<file path="src/rtl/mac_pkg.sv">
// mac_pkg: shared types and default widths for the mac_pipe multiply-add unit.
//   MAC_DATA_W / MAC_GUARD_W : default operand width and accumulator headroom.
//   mac_mode_e               : per-beat operation (single multiply-add or accumulate).
//   mac_s1_t                 : stage-1 payload (product, addend, mode, clear).
package mac_pkg;

    localparam int unsigned MAC_DATA_W  = 8;
    localparam int unsigned MAC_GUARD_W = 4;
    localparam int unsigned MAC_PROD_W  = 2 * MAC_DATA_W;
    localparam int unsigned MAC_ACC_W   = 2 * MAC_DATA_W + MAC_GUARD_W;

    typedef enum logic {
        MAC_SINGLE = 1'b0,
        MAC_ACCUM  = 1'b1
    } mac_mode_e;

    typedef struct packed {
        logic [MAC_PROD_W-1:0] prod;
        logic [MAC_DATA_W-1:0] c;
        mac_mode_e             mode;
        logic                  clear;
    } mac_s1_t;

endpackage

</file>
<file path="src/rtl/mac_pipe_if.sv">
// mac_pipe_if: operand/result handshake bundle for mac_pipe.
//   Input side : in_valid_i, in_ready_o, mode_i, clear_i, a_i, b_i, c_i
//   Output side: out_valid_o, out_ready_i, d_o, ovf_o
//   modport slave  : the mac_pipe unit
//   modport master : the producer/consumer driving the unit
// Signal names keep the unit's port names so existing hookups map one-to-one.
interface mac_pipe_if #(
    parameter int unsigned DATA_W  = mac_pkg::MAC_DATA_W,
    parameter int unsigned GUARD_W = mac_pkg::MAC_GUARD_W
) ();

    localparam int unsigned ACC_W = 2 * DATA_W + GUARD_W;

    logic              in_valid_i;
    logic              in_ready_o;
    logic              mode_i;
    logic              clear_i;
    logic [DATA_W-1:0] a_i;
    logic [DATA_W-1:0] b_i;
    logic [DATA_W-1:0] c_i;
    logic              out_valid_o;
    logic              out_ready_i;
    logic [ACC_W-1:0]  d_o;
    logic              ovf_o;

    modport slave (
        input  in_valid_i, mode_i, clear_i, a_i, b_i, c_i, out_ready_i,
        output in_ready_o, out_valid_o, d_o, ovf_o
    );

    modport master (
        output in_valid_i, mode_i, clear_i, a_i, b_i, c_i, out_ready_i,
        input  in_ready_o, out_valid_o, d_o, ovf_o
    );

endinterface

</file>
<file path="src/rtl/mac_sat_add.sv">
// mac_sat_add: W-bit three-input unsigned adder for the mac_pipe output stage.
//   a, b, c : addends
//   sat_en  : allow clamping for this operation
//   sum     : result (wrapped, or clamped to all-ones when saturating)
//   ovf     : result was clamped
// Build option MAC_PIPE_SAT_EN: when defined, sums exceeding 2^W-1 clamp if
// sat_en is set; when undefined the sum wraps and ovf is constant 0.
module mac_sat_add #(
    parameter int unsigned W = 20
) (
    input  logic [W-1:0] a,
    input  logic [W-1:0] b,
    input  logic [W-1:0] c,
    input  logic         sat_en,
    output logic [W-1:0] sum,
    output logic         ovf
);

`ifdef MAC_PIPE_SAT_EN
    // Two extra bits hold the carry-out of a three-operand sum.
    logic [W+1:0] full;
    logic         carry;

    assign full  = {2'b00, a} + {2'b00, b} + {2'b00, c};
    assign carry = |full[W+1:W];

    always_comb begin
        sum = full[W-1:0];
        ovf = 1'b0;
        if (sat_en && carry) begin
            sum = '1;
            ovf = 1'b1;
        end
    end
`else
    logic unused_sat_en;

    assign sum           = a + b + c;
    assign ovf           = 1'b0;
    assign unused_sat_en = sat_en;
`endif

endmodule

</file>
<file path="src/rtl/mac_pipe.sv">
// mac_pipe: two-stage pipelined unsigned multiply-add / accumulate, d = a*b + c.
//   clk_i  : clock, rising edge
//   rst_ni : asynchronous active-low reset; drops all in-flight beats
//   bus    : mac_pipe_if.slave
//            in_valid_i/in_ready_o  beat handshake (mode_i, clear_i, a_i, b_i, c_i)
//            out_valid_o/out_ready_i result handshake (d_o, ovf_o)
// Stage 1 registers the product and beat controls; stage 2 (output register)
// adds base + prod + c, where base is the running accumulator for mode-1
// beats without clear. Stage-1 payload widths follow mac_pkg.
// Build option MAC_PIPE_SAT_EN: mode-1 results clamp to 2^ACC_W-1 and set a
// sticky ovf_o, cleared by a clear beat reaching stage 2; otherwise results
// wrap and ovf_o is 0.
module mac_pipe
    import mac_pkg::*;
#(
    parameter int unsigned DATA_W  = MAC_DATA_W,
    parameter int unsigned GUARD_W = MAC_GUARD_W
) (
    input  logic      clk_i,
    input  logic      rst_ni,
    mac_pipe_if.slave bus
);

    localparam int unsigned ACC_W  = 2 * DATA_W + GUARD_W;
    localparam int unsigned PROD_W = 2 * DATA_W;

    logic             adv1;
    logic             adv2;

    logic             s1_v;
    mac_s1_t          s1_d;
    mac_s1_t          s1_q;

    logic             out_valid_q;
    logic [ACC_W-1:0] d_q;
    logic [ACC_W-1:0] acc_q;

    logic             s1_accum;
    logic [ACC_W-1:0] base;
    logic [ACC_W-1:0] sum;
    logic             sum_ovf;

    // Stage 2 moves when its slot is empty or being drained; stage 1 moves
    // when it is empty or stage 2 takes its beat.
    assign adv2 = !out_valid_q || bus.out_ready_i;
    assign adv1 = !s1_v || adv2;

    assign bus.in_ready_o = adv1;

    always_comb begin
        s1_d       = '0;
        s1_d.prod  = {{DATA_W{1'b0}}, bus.a_i} * {{DATA_W{1'b0}}, bus.b_i};
        s1_d.c     = bus.c_i;
        s1_d.mode  = mac_mode_e'(bus.mode_i);
        s1_d.clear = bus.clear_i;
    end

    always_ff @(posedge clk_i or negedge rst_ni) begin
        if (!rst_ni) begin
            s1_v <= 1'b0;
            s1_q <= '0;
        end else if (adv1) begin
            s1_v <= bus.in_valid_i;
            if (bus.in_valid_i) begin
                s1_q <= s1_d;
            end
        end
    end

    assign s1_accum = (s1_q.mode == MAC_ACCUM);
    assign base     = (s1_accum && !s1_q.clear) ? acc_q : '0;

    mac_sat_add #(
        .W (ACC_W)
    ) u_add (
        .a      (base),
        .b      (ACC_W'(s1_q.prod)),
        .c      (ACC_W'(s1_q.c)),
        .sat_en (s1_accum),
        .sum    (sum),
        .ovf    (sum_ovf)
    );

    // Accumulator and output only change when a beat enters stage 2, so both
    // hold steady for as long as the consumer stalls.
    always_ff @(posedge clk_i or negedge rst_ni) begin
        if (!rst_ni) begin
            out_valid_q <= 1'b0;
            d_q         <= '0;
            acc_q       <= '0;
        end else if (adv2) begin
            out_valid_q <= s1_v;
            if (s1_v) begin
                d_q <= sum;
                if (s1_accum) begin
                    acc_q <= sum;
                end else if (s1_q.clear) begin
                    acc_q <= '0;
                end
            end
        end
    end

`ifdef MAC_PIPE_SAT_EN
    logic ovf_q;

    always_ff @(posedge clk_i or negedge rst_ni) begin
        if (!rst_ni) begin
            ovf_q <= 1'b0;
        end else if (adv2 && s1_v) begin
            ovf_q <= (ovf_q && !s1_q.clear) || sum_ovf;
        end
    end

    assign bus.ovf_o = ovf_q;
`else
    logic unused_ovf;

    assign unused_ovf = sum_ovf;
    assign bus.ovf_o  = 1'b0;
`endif

    assign bus.out_valid_o = out_valid_q;
    assign bus.d_o         = d_q;

endmodule

</file>
<file path="src/flat_wrapper.sv">
// flat-port wrapper written by rule: the top's interface ports become plain ports
module mac_pipe_flat import mac_pkg::*;
#(
    parameter int unsigned DATA_W  = MAC_DATA_W,
    parameter int unsigned GUARD_W = MAC_GUARD_W
)
  (clk_i, rst_ni, bus_in_valid_i, bus_mode_i, bus_clear_i, bus_a_i, bus_b_i, bus_c_i, bus_out_ready_i, bus_in_ready_o, bus_out_valid_o, bus_d_o, bus_ovf_o);
  mac_pipe_if #(.DATA_W(DATA_W), .GUARD_W(GUARD_W)) bus_i ();
  input  logic clk_i;
  input  logic rst_ni;
  input wire logic [$bits(bus_i.in_valid_i)-1:0] bus_in_valid_i;
  input wire logic [$bits(bus_i.mode_i)-1:0] bus_mode_i;
  input wire logic [$bits(bus_i.clear_i)-1:0] bus_clear_i;
  input wire logic [$bits(bus_i.a_i)-1:0] bus_a_i;
  input wire logic [$bits(bus_i.b_i)-1:0] bus_b_i;
  input wire logic [$bits(bus_i.c_i)-1:0] bus_c_i;
  input wire logic [$bits(bus_i.out_ready_i)-1:0] bus_out_ready_i;
  output wire logic [$bits(bus_i.in_ready_o)-1:0] bus_in_ready_o;
  output wire logic [$bits(bus_i.out_valid_o)-1:0] bus_out_valid_o;
  output wire logic [$bits(bus_i.d_o)-1:0] bus_d_o;
  output wire logic [$bits(bus_i.ovf_o)-1:0] bus_ovf_o;
  assign bus_i.in_valid_i = bus_in_valid_i;
  assign bus_i.mode_i = bus_mode_i;
  assign bus_i.clear_i = bus_clear_i;
  assign bus_i.a_i = bus_a_i;
  assign bus_i.b_i = bus_b_i;
  assign bus_i.c_i = bus_c_i;
  assign bus_i.out_ready_i = bus_out_ready_i;
  assign bus_in_ready_o = bus_i.in_ready_o;
  assign bus_out_valid_o = bus_i.out_valid_o;
  assign bus_d_o = bus_i.d_o;
  assign bus_ovf_o = bus_i.ovf_o;
  mac_pipe #(.DATA_W(DATA_W), .GUARD_W(GUARD_W)) u_core (.clk_i(clk_i), .rst_ni(rst_ni), .bus(bus_i));
endmodule
</file>
<file path="config.mk">
export PLATFORM = sky130hd
export DESIGN_NAME = mac_pipe_flat
export DESIGN_NICKNAME = d
export VERILOG_FILES = /design/src/rtl/mac_pkg.sv /design/src/rtl/mac_pipe_if.sv /design/src/rtl/mac_sat_add.sv /design/src/rtl/mac_pipe.sv /design/src/flat_wrapper.sv
export SDC_FILE = /design/constraint.sdc
export NUM_CORES = 1
export LEC_CHECK = 0
export ABC_AREA = 1
export ABC_CLOCK_PERIOD_IN_PS = 4200
export CAP_MARGIN = 20
export CORE_MARGIN = 3
export CORE_UTILIZATION = 45
export DETAILED_ROUTE_END_ITERATION = 10
export PLACE_DENSITY_LB_ADDON = 0.08
export RECOVER_POWER = 25
export SKIP_LAST_GASP = 1
export SYNTH_ARGS = -nofsm -noshare
export SYNTH_HDL_FRONTEND = slang
export SYNTH_SLANG_ARGS = --single-unit
export TNS_END_PERCENT = 100
</file>
<file path="constraint.sdc">
create_clock -name clk_i -period 4.2 [get_ports clk_i]
set_input_delay 0.84 -clock clk_i [delete_from_list [all_inputs] [get_ports clk_i]]
set_output_delay 0.84 -clock clk_i [all_outputs]
set_load 0.01 [all_outputs]
</file>
== Word level (Yosys, flattened, before mapping) ==
Cells that the tools add are included.
W data, S select, Z words.
Word-level totals
  flip-flop bits (word level): 68
  output and inout port bits: 23
Operators by class
  add/sub/neg operators: 2
  multiply operators: 1
  mux-type cells: 3
  reductions and logical operators: 10
Operator list (number)
  $mux W20: 3
  $add A20 B16 Y20: 1
  $add A20 B8 Y20: 1
  $mul A8 B8 Y16: 1
  $reduce_and A2 Y1: 2
  $logic_not A1 Y1: 3
  $reduce_and A3 Y1: 1
  $logic_or A1 B1 Y1: 2
  $reduce_bool A2 Y1: 1
  $logic_and A1 B1 Y1: 1

== Longest topological paths before layout ==
  depth in word-level cells: 6
  gate-level depth with buffers: 21
  depth with buffers taken out: 20

== Modules after synthesis ==
Synthesis repeated with hierarchy kept, for this count alone.
Unflattened totals
  cells, all modules: 884
  area, all modules: 6487.5 µm²
By module, submodules not included
  mac_pipe: instances 1, cells an instance 660, area an instance 5014.8 µm²
  mac_sat_add: instances 1, cells an instance 224, area an instance 1472.7 µm²

== Worst setup path before layout ==
Ideal clock, no wire load.
  path type: input to register
  from: input bus_a_i[0]
  to: register u_core.s1_q[24] in the netlist's numbering
  library setup time: 117 ps
  arrival time: 4336 ps
  required time: 4083 ps
  setup slack: -253 ps
  stages on the path: 17
  cell sequence: clkbuf_1 nand2_1 fa_1 fa_1 inv_1 fa_1 inv_1 fa_1 inv_1 ha_1 a21oi_1 o21a_1 nand2_1 nand2_1 nand3_1 nand3_1 nand2_1
Between the ends
  word-level cells in the longest chain between the ends: 1
Ends and longest elaborated chain
  start: declaration: line flat_wrapper.sv:14  | input wire logic [$bits(bus_i.a_i)-1:0] bus_a_i;
  $mul A8 B8 Y16: line mac_pipe.sv:52  | s1_d.prod = {{DATA_W{1'b0}}, bus.a_i} * {{DATA_W{1'b0}}, bus.b_i};
  end signal: assignment: line mac_pipe.sv:61  | s1_q <= '0;
  end signal: assignment: line mac_pipe.sv:65  | s1_q <= s1_d;
  end: declaration: line mac_pipe.sv:32  | mac_s1_t s1_q;
No other way between the ends.
A chain may end at the register's enable or synchronous reset.

== Final worst setup path ==
  from: input bus_b_i[4]
  to: register u_core.s1_q[22] in the netlist's numbering
Between the ends
  word-level cells in the longest chain between the ends: 1
Ends and longest elaborated chain
  start: declaration: line flat_wrapper.sv:15  | input wire logic [$bits(bus_i.b_i)-1:0] bus_b_i;
  $mul A8 B8 Y16: line mac_pipe.sv:52
No other way between the ends.

==> flow_summary_export.csv <==
group,metric,value,unit
clocking,cts_root_buf,"clkbuf_16",
clocking,cts.sinks,68,
synth,netlist_area,6350,um2
placed_design,place_ws,-0.705,ns
pwr,cellLeakagePower,4.59,nW
synth,ys_seq_area_frac,0.268,
timing,finalCritPeriodShare,0.964,
floorplan,die_w,125,um
synth,syn-num-nets,1019,
job,drv_cap,1,
timing,setup_ws,0.150,ns
worst_setup_path,worstSetupStartpointType,"input pin",
timing,finClkSkew,0.00814,ns
clocking,cts_tree,"built",
clocking,clockBufferDepth,2,
synth,synthMuxAreaShare,0,
synth,async_flop_share,1.00,
worst_setup_path,worstRegToRegCells,14,
global_routing,antenna_found_initial,1,
synth,ys_types,37,
floorplan,start_util,0.470,
timing,slew_violations,37,
floorplan,num_io_pins,53,
synth,yosysWarnings,0,
synth,ys.flop_type,"dfrtp_1",
floorplan,placementRows,42,
worst_setup_path,end_kind,"flip-flop",
global_routing,grt_overflow,0,
floorplan,die_h,125,um
timing,finalHoldViolCount,0,
synth,ys_ff_latch,68,
clocking,numCtsBuffers,9,
timing,tightest_slew,1.89,ns
placed_design,dp_hpwl,12600,um
synth,synth_edf_count,0,
synth,synth_compound_area_frac,0.0483,
synth,synthCells,884,
global_routing,grt_pass1_vias,5655,
synth,synth-simple-area-share,0.282,
floorplan,dieArea,15600,um2
timing,max_clock_freq,0.247,GHz
detailed_routing,drc_errors,0,
synth,syn_avg_cell_area,7.18,um2
clocking,clk_latency,0.34,ns
global_routing,grt_max_degree,37,
cells_and_area,drive_above_1_share,0.113,
cells_and_area,fin_nets,1101,
synth,synth_top_family_by_area,"simple AND/OR/NAND/NOR gates",
timing,setup-tns-final,0,ns
clocking,post-cts-setup-buffers,0,
clocking,path_clk_slew,0.06,ns
min_path,min_path_type,"reg2reg",
global_routing,grt_usage,0.208,
cells_and_area,final_common_cell,"nand2_1",
timing,maxSlewHeadroom,-0.262,
placed_design,numPortBuffers,51,
cells_and_area,diodes,0,
synth,synthAdderAreaFrac,0.260,
pwr,powerDensity,561,nW/um2
detailed_routing,drt_iter0_markers,272,
cells_and_area,final_cell_mix,"nand2_1 (308), inv_1 (183), dfrtp_1 (68)",
worst_setup_path,arrival,4.27,ns
detailed_routing,num_vias,5582,
detailed_routing,avgViaCountPerCell,4.87,
pwr,peakVddDrop,0.000226,V
cells_and_area,stdcell_count,1147,
clocking,htree_levels,3,
pwr,power,4.32,mW
timing,setup_viol,0,
timing,final.min_clock_period,4.05,ns
cells_and_area,final_core_util,0.571,
detailed_routing,routed_wl,15500,um
floorplan,core-area,13500,um2
status,violations,"max-capacitance violations, max-slew violations",
cells_and_area,area_growth,21.4,%
detailed_routing,ant_nets,0,
placed_design,dp.cells,1131,
placed_design,gp_congestion,0.894,
status,status,"finished with violations",
detailed_routing,first_pass_iters,5,
worst_setup_path,cp_max_fo,7,
global_routing,grt_pass1_wl,26600,um
clocking,cts_hold_buf,0,
detailed_routing,post_drt_wl_per_cell,13.5,um
synth,synth-xor-area-share,0.00966,
worst_setup_path,critPathKind,"in2reg",
min_path,min_path_cells,2,
worst_setup_path,critical_path_required,4.42,ns
## timing repair
| item | 4_1_cts | 5_1_grt |
|---|---|---|
| gates cloned | 0 | 0 |
| pin swaps | 4 | 15 |
| setup endpoints to repair | 10 | 8 |
| resized for setup | 35 | 37 |
## per-layer routing
| metal | vias to the layer above | GRT usage | share of wire | wire, um |
|---|---|---|---|---|
| met5 | - | 0 | 0.0012 | 18 |
| met4 | 2 | 0.0671 | 0.018 | 281 |
| li1 | 2831 | - | - | - |
| met3 | 23 | 0.0227 | 0.028 | 432 |
| met1 | 2617 | 0.255 | 0.44 | 6810 |
| met2 | 109 | 0.382 | 0.51 | 7920 |
## logic make-up after synthesis
kind of cell	Yosys count
xor gates and xnor gates	7
adders and majority gates	105
DFF	68
other	1
buffers and inverters	217
AOI/OAI and AO/OA	55
and+or+nand+nor	431
## Yosys cell counts, types with 2 or more instances
cell,instances,area share
nand2_1,314,0.19
inv_1,184,0.11
dfrtp_1,68,0.27
ha_1,60,0.12
nand3_1,46,0.036
fa_1,45,0.14
nor2_1,37,0.022
o21ai_0,22,0.017
clkbuf_1,20,0.012
a21oi_1,18,0.014
nand4_1,11,0.011
o22ai_1,9,0.0089
buf_2,7,0.0055
nor3_1,6,0.0047
xnor2_1,6,0.0083
nand3_2,4,0.0063
or2_2,4,0.0039
inv_2,3,0.0018
nand3b_1,2,0.0024
## where the power goes
group | internal (mW) | total [mW] | leakage (nW) | switching [mW]
clock | 0.595 | 0.878 | 0.169 | 0.283
sequential | 0.877 | 1.01 | 0.864 | 0.131
combinational | 1.08 | 2.43 | 3.56 | 1.35
total | 2.55 | 4.32 | 4.59 | 1.77
## state kept, by name, indices dropped and copies added (netlist names)
register / cells
u_core.bus.out_valid_o: 1
u_core.s1_q: 25
u_core.acc_q: 20
u_core.s1_v: 1
u_core.bus.d_o: 20
u_core.s1_accum: 1
## worst max-delay path: stages
cell and delay, ns:
clkbuf_4 0.15, nand2_1 0.06, inv_1 0.05, fa_1 0.46, fa_1 0.55, inv_1 0.05
fa_1 0.46, fa_1 0.54, inv_1 0.06, ha_4 0.29, buf_4 0.11, nand2_1 0.06
nor2_2 0.12, nand2_1 0.07, nand2_2 0.12, nand2_2 0.06, nand2_1 0.06, nand2_1 0.05
nand3_1 0.06, nand2_1 0.06
## stage by stage
step                      area (um2)  hold WS (ns)
after CTS                       7730         0.478
after detailed placement        7370         0.460
final                           7710         0.473
after global placement          7370         0.455
after floorplan                 6470         0.449
after global routing            7710         0.498
## area by class of cell
class                   instances  area (um2)
well taps                     176         220
clock buffers                  10         239
flip-flops and latches         68        1700
clock inverters                 6         111
multi-input cells             599        3910
inverters                     188         708
repair buffers                100         822
fillers                      1263        5800
## path summary, 6_finish.rpt
| check | start | slack (ns) | end |
|---|---|---|---|
| hold / removal | u_core.bus.d_o[1] | 0.47 | u_core.bus.d_o[1] |
| setup / recovery | bus_b_i[4] | 0.15 | u_core.s1_q[22] |
| max in group asynchronous | rst_ni | 1.61 | u_core.s1_q[21] |
| min in group asynchronous | rst_ni | 1.03 | u_core.acc_q[0] |
| setup reg to reg | u_core.s1_accum | 0.80 | u_core.acc_q[8] |
| hold reg to reg | u_core.bus.d_o[1] | 0.47 | u_core.bus.d_o[1] |
Note: power is estimated with default switching activity, not from simulation.
